<file path="src/rtl/regfile_sb_if.sv">
// Bus bundle for regfile_sb: write port, packed read ports, scoreboard issue
// and the clear-complete indication.
interface regfile_sb_if #(
    parameter int DATA_W = 32,
    parameter int ADDR_W = 5,
    parameter int NUM_RD = 2
);
    logic                     we;
    logic [ADDR_W-1:0]        wa;
    logic [DATA_W-1:0]        wd;
    logic [NUM_RD*ADDR_W-1:0] ra;
    logic [NUM_RD*DATA_W-1:0] rd;
    logic [NUM_RD-1:0]        rd_busy;
    logic                     issue_en;
    logic [ADDR_W-1:0]        issue_addr;
    logic                     ready;

    modport master (
        output we, wa, wd, ra, issue_en, issue_addr,
        input  rd, rd_busy, ready
    );

    modport slave (
        input  we, wa, wd, ra, issue_en, issue_addr,
        output rd, rd_busy, ready
    );
endinterface

</file>
<file path="src/rtl/regfile_sb.sv">
// Integer register file with per-register busy scoreboard. x0 reads zero; after
// reset a clear sequence zeroes x1..xN before writes and reads are honoured.

module regfile_sb_rdport #(
    parameter int DATA_W = 32,
    parameter int ADDR_W = 5,
    parameter int DEPTH  = 32,
    parameter int BYPASS = 1
) (
    input  logic                          i_run,
    input  logic [ADDR_W-1:0]             i_ra,
    input  logic                          i_we,
    input  logic [ADDR_W-1:0]             i_wa,
    input  logic [DATA_W-1:0]             i_wd,
    input  logic                          i_issue_en,
    input  logic [ADDR_W-1:0]             i_issue_addr,
    input  logic [DEPTH-1:0][DATA_W-1:0]  i_mem,
    input  logic [DEPTH-1:0]              i_busy,
    output logic [DATA_W-1:0]             o_rd,
    output logic                          o_busy
);
    logic w_hit;
    logic w_reissue;

    assign w_hit     = i_we && (i_wa == i_ra) && (i_ra != '0);
    assign w_reissue = i_issue_en && (i_issue_addr == i_ra);

    always_comb begin
        o_rd   = '0;
        o_busy = 1'b0;
        if (i_run && (i_ra != '0)) begin
            o_rd   = (BYPASS != 0 && w_hit) ? i_wd : i_mem[i_ra];
            o_busy = i_busy[i_ra];
            // A clearing write seen this cycle releases the hazard early,
            // unless a new producer is being issued to the same register.
            if (BYPASS != 0 && w_hit && !w_reissue)
                o_busy = 1'b0;
        end
    end
endmodule

module regfile_sb #(
    parameter int DATA_W = 32,
    parameter int ADDR_W = 5,
    parameter int NUM_RD = 2,
    parameter int BYPASS = 1
) (
    input  logic         clk,
    input  logic         rst,
    regfile_sb_if.slave  bus
);
    localparam int DEPTH = 2 ** ADDR_W;
    localparam logic [ADDR_W-1:0] LAST_IDX = ADDR_W'(DEPTH - 1);

    typedef enum logic {S_CLEAR, S_RUN} state_t;

    state_t                          r_state, w_state_nxt;
    logic [ADDR_W-1:0]               r_clr_idx, w_clr_idx_nxt;
    logic                            w_clr_we;
    logic                            w_run;
    logic                            w_wr_en;
    logic [DEPTH-1:0][DATA_W-1:0]    r_mem;
    logic [DEPTH-1:0]                r_busy, w_busy_nxt;
    logic [NUM_RD-1:0][DATA_W-1:0]   w_rd;
    logic [NUM_RD-1:0]               w_rd_busy;

    always_ff @(posedge clk or posedge rst) begin
        if (rst) begin
            r_state   <= S_CLEAR;
            r_clr_idx <= ADDR_W'(1);
        end else begin
            r_state   <= w_state_nxt;
            r_clr_idx <= w_clr_idx_nxt;
        end
    end

    always_comb begin
        w_state_nxt   = r_state;
        w_clr_idx_nxt = r_clr_idx;
        w_clr_we      = 1'b0;
        case (r_state)
            S_CLEAR: begin
                w_clr_we      = 1'b1;
                w_clr_idx_nxt = r_clr_idx + ADDR_W'(1);
                if (r_clr_idx == LAST_IDX)
                    w_state_nxt = S_RUN;
            end
            S_RUN:   w_state_nxt = S_RUN;
            default: w_state_nxt = S_CLEAR;
        endcase
    end

    assign w_run     = (r_state == S_RUN);
    assign bus.ready = w_run;
    assign w_wr_en   = w_run && bus.we && (bus.wa != '0);

    // Storage has no reset; the clear sequence owns initialisation.
    always_ff @(posedge clk) begin
        if (w_clr_we)
            r_mem[r_clr_idx] <= '0;
        else if (w_wr_en)
            r_mem[bus.wa] <= bus.wd;
    end

    // Issue is applied after the write-clear so a colliding set wins.
    always_comb begin
        w_busy_nxt = r_busy;
        if (w_run) begin
            if (bus.we)
                w_busy_nxt[bus.wa] = 1'b0;
            if (bus.issue_en)
                w_busy_nxt[bus.issue_addr] = 1'b1;
        end
        w_busy_nxt[0] = 1'b0;
    end

    always_ff @(posedge clk or posedge rst) begin
        if (rst)
            r_busy <= '0;
        else
            r_busy <= w_busy_nxt;
    end

    for (genvar gi = 0; gi < NUM_RD; gi++) begin : g_rd
        regfile_sb_rdport #(
            .DATA_W (DATA_W),
            .ADDR_W (ADDR_W),
            .DEPTH  (DEPTH),
            .BYPASS (BYPASS)
        ) u_rdport (
            .i_run        (w_run),
            .i_ra         (bus.ra[gi*ADDR_W +: ADDR_W]),
            .i_we         (bus.we),
            .i_wa         (bus.wa),
            .i_wd         (bus.wd),
            .i_issue_en   (bus.issue_en),
            .i_issue_addr (bus.issue_addr),
            .i_mem        (r_mem),
            .i_busy       (r_busy),
            .o_rd         (w_rd[gi]),
            .o_busy       (w_rd_busy[gi])
        );
    end

    assign bus.rd      = w_rd;
    assign bus.rd_busy = w_rd_busy;
endmodule
</file>
<file path="src/flat_wrapper.sv">
// flat-port wrapper written by rule: the top's interface ports become plain ports
module regfile_sb_flat 
#(
    parameter int DATA_W = 32,
    parameter int ADDR_W = 5,
    parameter int NUM_RD = 2,
    parameter int BYPASS = 1
)
  (clk, rst, bus_we, bus_wa, bus_wd, bus_ra, bus_issue_en, bus_issue_addr, bus_rd, bus_rd_busy, bus_ready);
  regfile_sb_if #(.DATA_W(DATA_W), .ADDR_W(ADDR_W), .NUM_RD(NUM_RD)) bus_i ();
  input  logic clk;
  input  logic rst;
  input wire logic [$bits(bus_i.we)-1:0] bus_we;
  input wire logic [$bits(bus_i.wa)-1:0] bus_wa;
  input wire logic [$bits(bus_i.wd)-1:0] bus_wd;
  input wire logic [$bits(bus_i.ra)-1:0] bus_ra;
  input wire logic [$bits(bus_i.issue_en)-1:0] bus_issue_en;
  input wire logic [$bits(bus_i.issue_addr)-1:0] bus_issue_addr;
  output wire logic [$bits(bus_i.rd)-1:0] bus_rd;
  output wire logic [$bits(bus_i.rd_busy)-1:0] bus_rd_busy;
  output wire logic [$bits(bus_i.ready)-1:0] bus_ready;
  assign bus_i.we = bus_we;
  assign bus_i.wa = bus_wa;
  assign bus_i.wd = bus_wd;
  assign bus_i.ra = bus_ra;
  assign bus_i.issue_en = bus_issue_en;
  assign bus_i.issue_addr = bus_issue_addr;
  assign bus_rd = bus_i.rd;
  assign bus_rd_busy = bus_i.rd_busy;
  assign bus_ready = bus_i.ready;
  regfile_sb #(.DATA_W(DATA_W), .ADDR_W(ADDR_W), .NUM_RD(NUM_RD), .BYPASS(BYPASS)) u_core (.clk(clk), .rst(rst), .bus(bus_i));
endmodule
</file>
<file path="config.mk">
export PLATFORM = sky130hd
export DESIGN_NAME = regfile_sb_flat
export DESIGN_NICKNAME = d
export VERILOG_FILES = /design/src/rtl/regfile_sb_if.sv /design/src/rtl/regfile_sb.sv /design/src/flat_wrapper.sv
export SDC_FILE = /design/constraint.sdc
export NUM_CORES = 2
export LEC_CHECK = 0
export CAP_MARGIN = 20
export CORE_MARGIN = 8
export CORE_UTILIZATION = 25
export CTS_CLUSTER_DIAMETER = 30
export DETAILED_ROUTE_END_ITERATION = 12
export SKIP_LAST_GASP = 1
export SYNTH_ARGS = -nofsm -noshare
export SYNTH_HDL_FRONTEND = slang
export SYNTH_HIERARCHICAL = 1
export SYNTH_SLANG_ARGS = --single-unit
export TNS_END_PERCENT = 1
</file>
<file path="constraint.sdc">
create_clock -name clk -period 4 [get_ports clk]
set_clock_uncertainty 0.05 [all_clocks]
set_input_delay 1 -clock clk [delete_from_list [all_inputs] [get_ports clk]]
set_output_delay 1 -clock clk [all_outputs]
set_load 0.05 [all_outputs]
</file>
# After elaboration in Yosys (flattened, before gate mapping)
# Index checks and enable logic that the tools add are counted.
# W data, S select, Z words.
# op_classes
n_addsub	1
n_shift	0
magnitude_cmp	8
n_mux	32
n_div	0
bitwise	6
eq_ne	6
n_reduce_logical	20
n_mul	0
# op_table
op	n
$mux W1024	2
$and A1024 B1024 Y1024	1
$bwmux W1024	1
$not A1024 Y1024	1
$mux W32	11
$bmux W32 S5	2
$demux W32 S5	2
$and A32 B32 Y32	1
$not A32 Y32	1
$or A32 B32 Y32	1
$lt A5 B6 Y1 const B	5
$eq A5 B5 Y1	4
$ge A5 B1 Y1 const B	3
$logic_and A1 B1 Y1	15
$reduce_bool A5 Y1	3
$bmux W1 S5	2
$demux W1 S5	2
$mux W1	9
$add A5 B1 Y5 const B	1
$eq A5 B5 Y1 const B	1
$logic_not A1 Y1	2
$ne A2 B2 Y1 const B	1
$pmux W1 S2	1
$not A1 Y1	1
# totals
ramBits	0
output_inout_bits	67
word_cells	108
mem_count	0
reg_bits	1061
romBits	0
latchBits	0

# Depth between registers and ports, before layout
# depth
ltp_word	10
depth_mapped	9
ltp_nobuf	5

# Modules after synthesis
# The synthesis kept the hierarchy.
# by_module_without_submodules
mod	cells_per_inst	instances	area_per_inst_um2
regfile_sb	2825	1	43644.4
regfile_sb_rdport	921	2	9371.5

# Worst setup path after synthesis
# No wires, ideal clock.
# synth_path
kind	input to register
startpoint	input bus_wa[0]
endpoint	register u_core/r_mem[384] in the netlist's numbering (enable)
t_required_ns	3.484
stages	3
arrival_time_ns	4.068
slack_ns	-0.584
cell_sequence	buf_2 > or4b_1 > o21ai_0
# synth_via
elab_chain_cells	3
# synth_lines
element	line_no	text
from (decl)	flat_wrapper.sv:14	input wire logic [$bits(bus_i.wa)-1:0] bus_wa;
$reduce_bool A5 Y1	regfile_sb.sv:95	assign w_wr_en = w_run && bus.we && (bus.wa != '0);
$logic_and A1 B1 Y1	regfile_sb.sv:95	
$ne A2 B2 Y1 (no source line)	--	
to (signal, indexed assignment)	regfile_sb.sv:102	r_mem[bus.wa] <= bus.wd;
to (decl)	regfile_sb.sv:62	logic [DEPTH-1:0][DATA_W-1:0] r_mem;
# Every way passes these cells.
# A chain may end at the register's enable or synchronous reset.

# Final worst setup path
# layout_path
startpoint	input bus_ra[1]
endpoint	output bus_rd[2]
# layout_via
elab_chain_cells	5
word_cells_on_any_way	9
cone_classes	eq/ne: 1; mux: 4; reduce/logical: 4
# layout_lines
element	line_no	text
from (decl)	flat_wrapper.sv:16	input wire logic [$bits(bus_i.ra)-1:0] bus_ra;
branches (longest 4 deep; another with $bmux W32 S5)	--	
$mux W32 (*)	regfile_sb.sv:31	if (i_run && (i_ra != '0)) begin
to (decl)	flat_wrapper.sv:19	output wire logic [$bits(bus_i.rd)-1:0] bus_rd;
# Mark *: on every way between the ends. The select of a mux whose other input is x is not followed.

==> qor.yml <==
grt_pass1_wl_mm: 398
dp_worst_setup_slack_ps: -717
reg2reg_from: "u_core/bus.ready"
dpl_cell_area_sq_um: 72400
cp_cell_sequence: "buf_16 > buf_12 > buf_16 > buf_12 > mux2i_1 > a22oi_1 > a21boi_2 > buf_4 > o21ai_1 > o221a_1 > buf_4"
clk_path_buf_depth: 4
wl_mm: 284
ir_worst_vdd_mv: 0.307
ys_ff_latch: 1061
grt_overflow: 0
hold_viol: 0
grt_usage: 0.203
die_y_um: 516
core-area_sq_um: 248000
violations: "setup timing"
period_minus_slack_ps: 4210
stdcell_area_sq_um: 84700
drv_cap: 0
drive_gt1_frac: 0.315
routedWlPerCell_um: 32.4
period_share: 1.05
hpwl_mm: 176
vias: 53300
async_reset_ff_frac: 0.0349
worst-endpoint-required_ps: 2950
first_global_vias: 52300
portBuffers: 122
drv_slew: 0
rows: 183
max_freq_mhz: 238
ioPinCount: 123
synth.avg_cell_area_sq_um: 13.4
cts_buffers: 290
drt_iter0_markers: 8237
yosysWarningCount: 6
clk_pin_slew_ps: 40
power_density_nw_per_um2: 469
rr_endpoint: "u_core/r_busy[1]"
vias_per_cell: 6.08
synthFlopType: "edfxtp_1"
root_buffer: "clkbuf_16"
synth_cell_types: 63
rsz0062_at_grt: "yes"
cts_max_level: 5
drc_errors: 0
tightestPinTransition_ps: 1160
hp-start: "u_core/r_clr_idx[0]"
layout_commonest_cell: "edfxtp_1"
tritoncts: "built"
min_path_cells: 1
cpMaxStageDelayCell: "a21boi_2"
dieWidth_um: 516
syn-cell-area_sq_um: 62400
relSlewSlack: 0.227
first_pass_iters: 9
die-area_sq_um: 266000
nNetsFinal: 5279
worstSetupPathType: "in2out"
r2r_slack_ps: 1230
setup_violations: 65
final_antenna_net_count: 0
p_leak_nw: 26.9
gp_congestion: 0.980
synth_enable_flop_cells: 1024
start_kind: "input port"
clkLatencyLatePin_ps: 830
hold_end: "u_core/r_clr_idx[0]"
grt_max_degree: 63
worstRegToRegCells: 5
cts.sinks: 1061
seq_area_frac_synth: 0.508
status: "finished, violations left"
antenna_found_initial: 6
worst_slack_ps: -209
final_cell_mix: "edfxtp_1 (1024), o2bb2ai_1 (639), mux2i_1 (577)"
hold_ws_ps: 463
synthCells: 4667
worstPathMaxFanout: 23
fin_tns_setup_ps: -8800
cp_slowest_stage_delay_ps: 300
holdCritPathClass: "reg2reg"
start_util: 0.251
syn_to_final_growth_pct: 35.8
cp-end-kind: "output port"
critPathArrivalTime_ps: 3160
fin_util: 0.341
cell type report:
type / count / area, sq um
Tap cell: 3330 / 4170
Fill cell: 23700 / 164000
Sequential cell: 1061 / 31700
Clock inverter: 181 / 2360
Inverter: 6 / 22.5
Timing Repair Buffer: 822 / 9460
Clock buffer: 324 / 7580
Antenna cell: 3 / 7.51
Multi-Input combinational cell: 3037 / 29500
cell usage after synthesis (14+ instances only):
cell type | n | area, sq um
o21ai_1 | 142 | 711
o221a_1 | 64 | 721
o2bb2ai_1 | 639 | 5600
buf_2 | 181 | 906
a221oi_1 | 62 | 543
a21boi_0 | 32 | 240
nand2_1 | 201 | 754
mux2i_1 | 582 | 5830
and2_1 | 38 | 238
edfxtp_1 | 1024 | 30700
o211ai_1 | 64 | 480
xor2_1 | 14 | 123
a21oi_1 | 110 | 551
a31oi_1 | 18 | 113
mux4_2 | 272 | 6130
a22oi_1 | 190 | 1430
buf_1 | 96 | 360
clkbuf_1 | 214 | 803
buf_4 | 23 | 173
buf_6 | 35 | 394
o21ai_0 | 201 | 1010
dfrtp_1 | 36 | 901
a22o_1 | 256 | 2240
nor2b_1 | 19 | 119
flip-flops by register name, summed over array words and instances (netlist names):
| register | count |
|---|---|
| u_core/bus.ready | 1 |
| u_core/r_busy | 31 |
| u_core/r_clr_idx | 5 |
| u_core/r_mem | 1024 |
cells by family (layout without fill, tap and decap cells):
kind of cell,after synthesis,after routing,synth area share
adders and majority gates,5,5,0.00100
AOI/OAI and AO/OA,1791,1791,0.220
and+or+nand+nor,360,360,0.0295
buffers and inverters,570,1333,0.0462
muxes,858,858,0.192
other,1,5,0.0000601
DFF,1061,1061,0.508
xor gates and xnor gates,21,21,0.00295
what timing repair did:
| action | CTS | global route |
|---|---|---|
| setup endpoints to repair | 66 | 66 |
| hold buffers | 0 | 0 |
| pin swaps | 45 | 20 |
| gates resized for setup | 239 | 46 |
| setup buffers | 52 | 13 |
| gates cloned | 16 | 4 |
per-stage QoR:
| step | std cells | power, W |
|---|---|---|
| 2_1_floorplan | 4668 | 0.0141 |
| 3_3_place_gp | 8173 | 0.0155 |
| 3_5_place_dp | 8174 | 0.0156 |
| 4_1_cts | 8745 | 0.0397 |
| 5_1_grt | 8764 | 0.0405 |
| 6_report | 8764 | 0.0397 |
how the worst max path moves through the flow:
stage / start / end / slack [ps] / cells after the start
finish: bus_ra[1] / bus_rd[2] / -210 / 11
global route: bus_ra[9] / bus_rd[41] / -180 / 12
CTS: bus_ra[7] / bus_rd[51] / -150 / 11
detailed placement: bus_ra[0] / bus_rd[4] / -720 / 11
global placement: bus_wa[0] / bus_rd[12] / -730 / 10
floorplan: bus_wa[0] / u_core/r_mem[256] / -580 / 3
power by group:
| part | internal (W) | switching (W) |
|---|---|---|
| Combinational | 0.00132 | 0.00206 |
| Sequential | 0.0122 | 0.000115 |
| Clock | 0.0169 | 0.00708 |
| Total | 0.0305 | 0.00926 |
worst max-delay path, delay by kind of cell:
family | cells | cell delay (ps)
AOI/OAI and AO/OA | 4 | 780
buffers and inverters | 6 | 1080
muxes | 1 | 240
per-layer routing:
metal	track usage	up-vias	routed length, um
li1	-	20700	-
met3	0.0641	1000	35800
met4	0.133	0	21200
met2	0.313	4582	126000
met5	0	-	0
met1	0.245	27000	100000
Power figures use the tool's default switching activity.
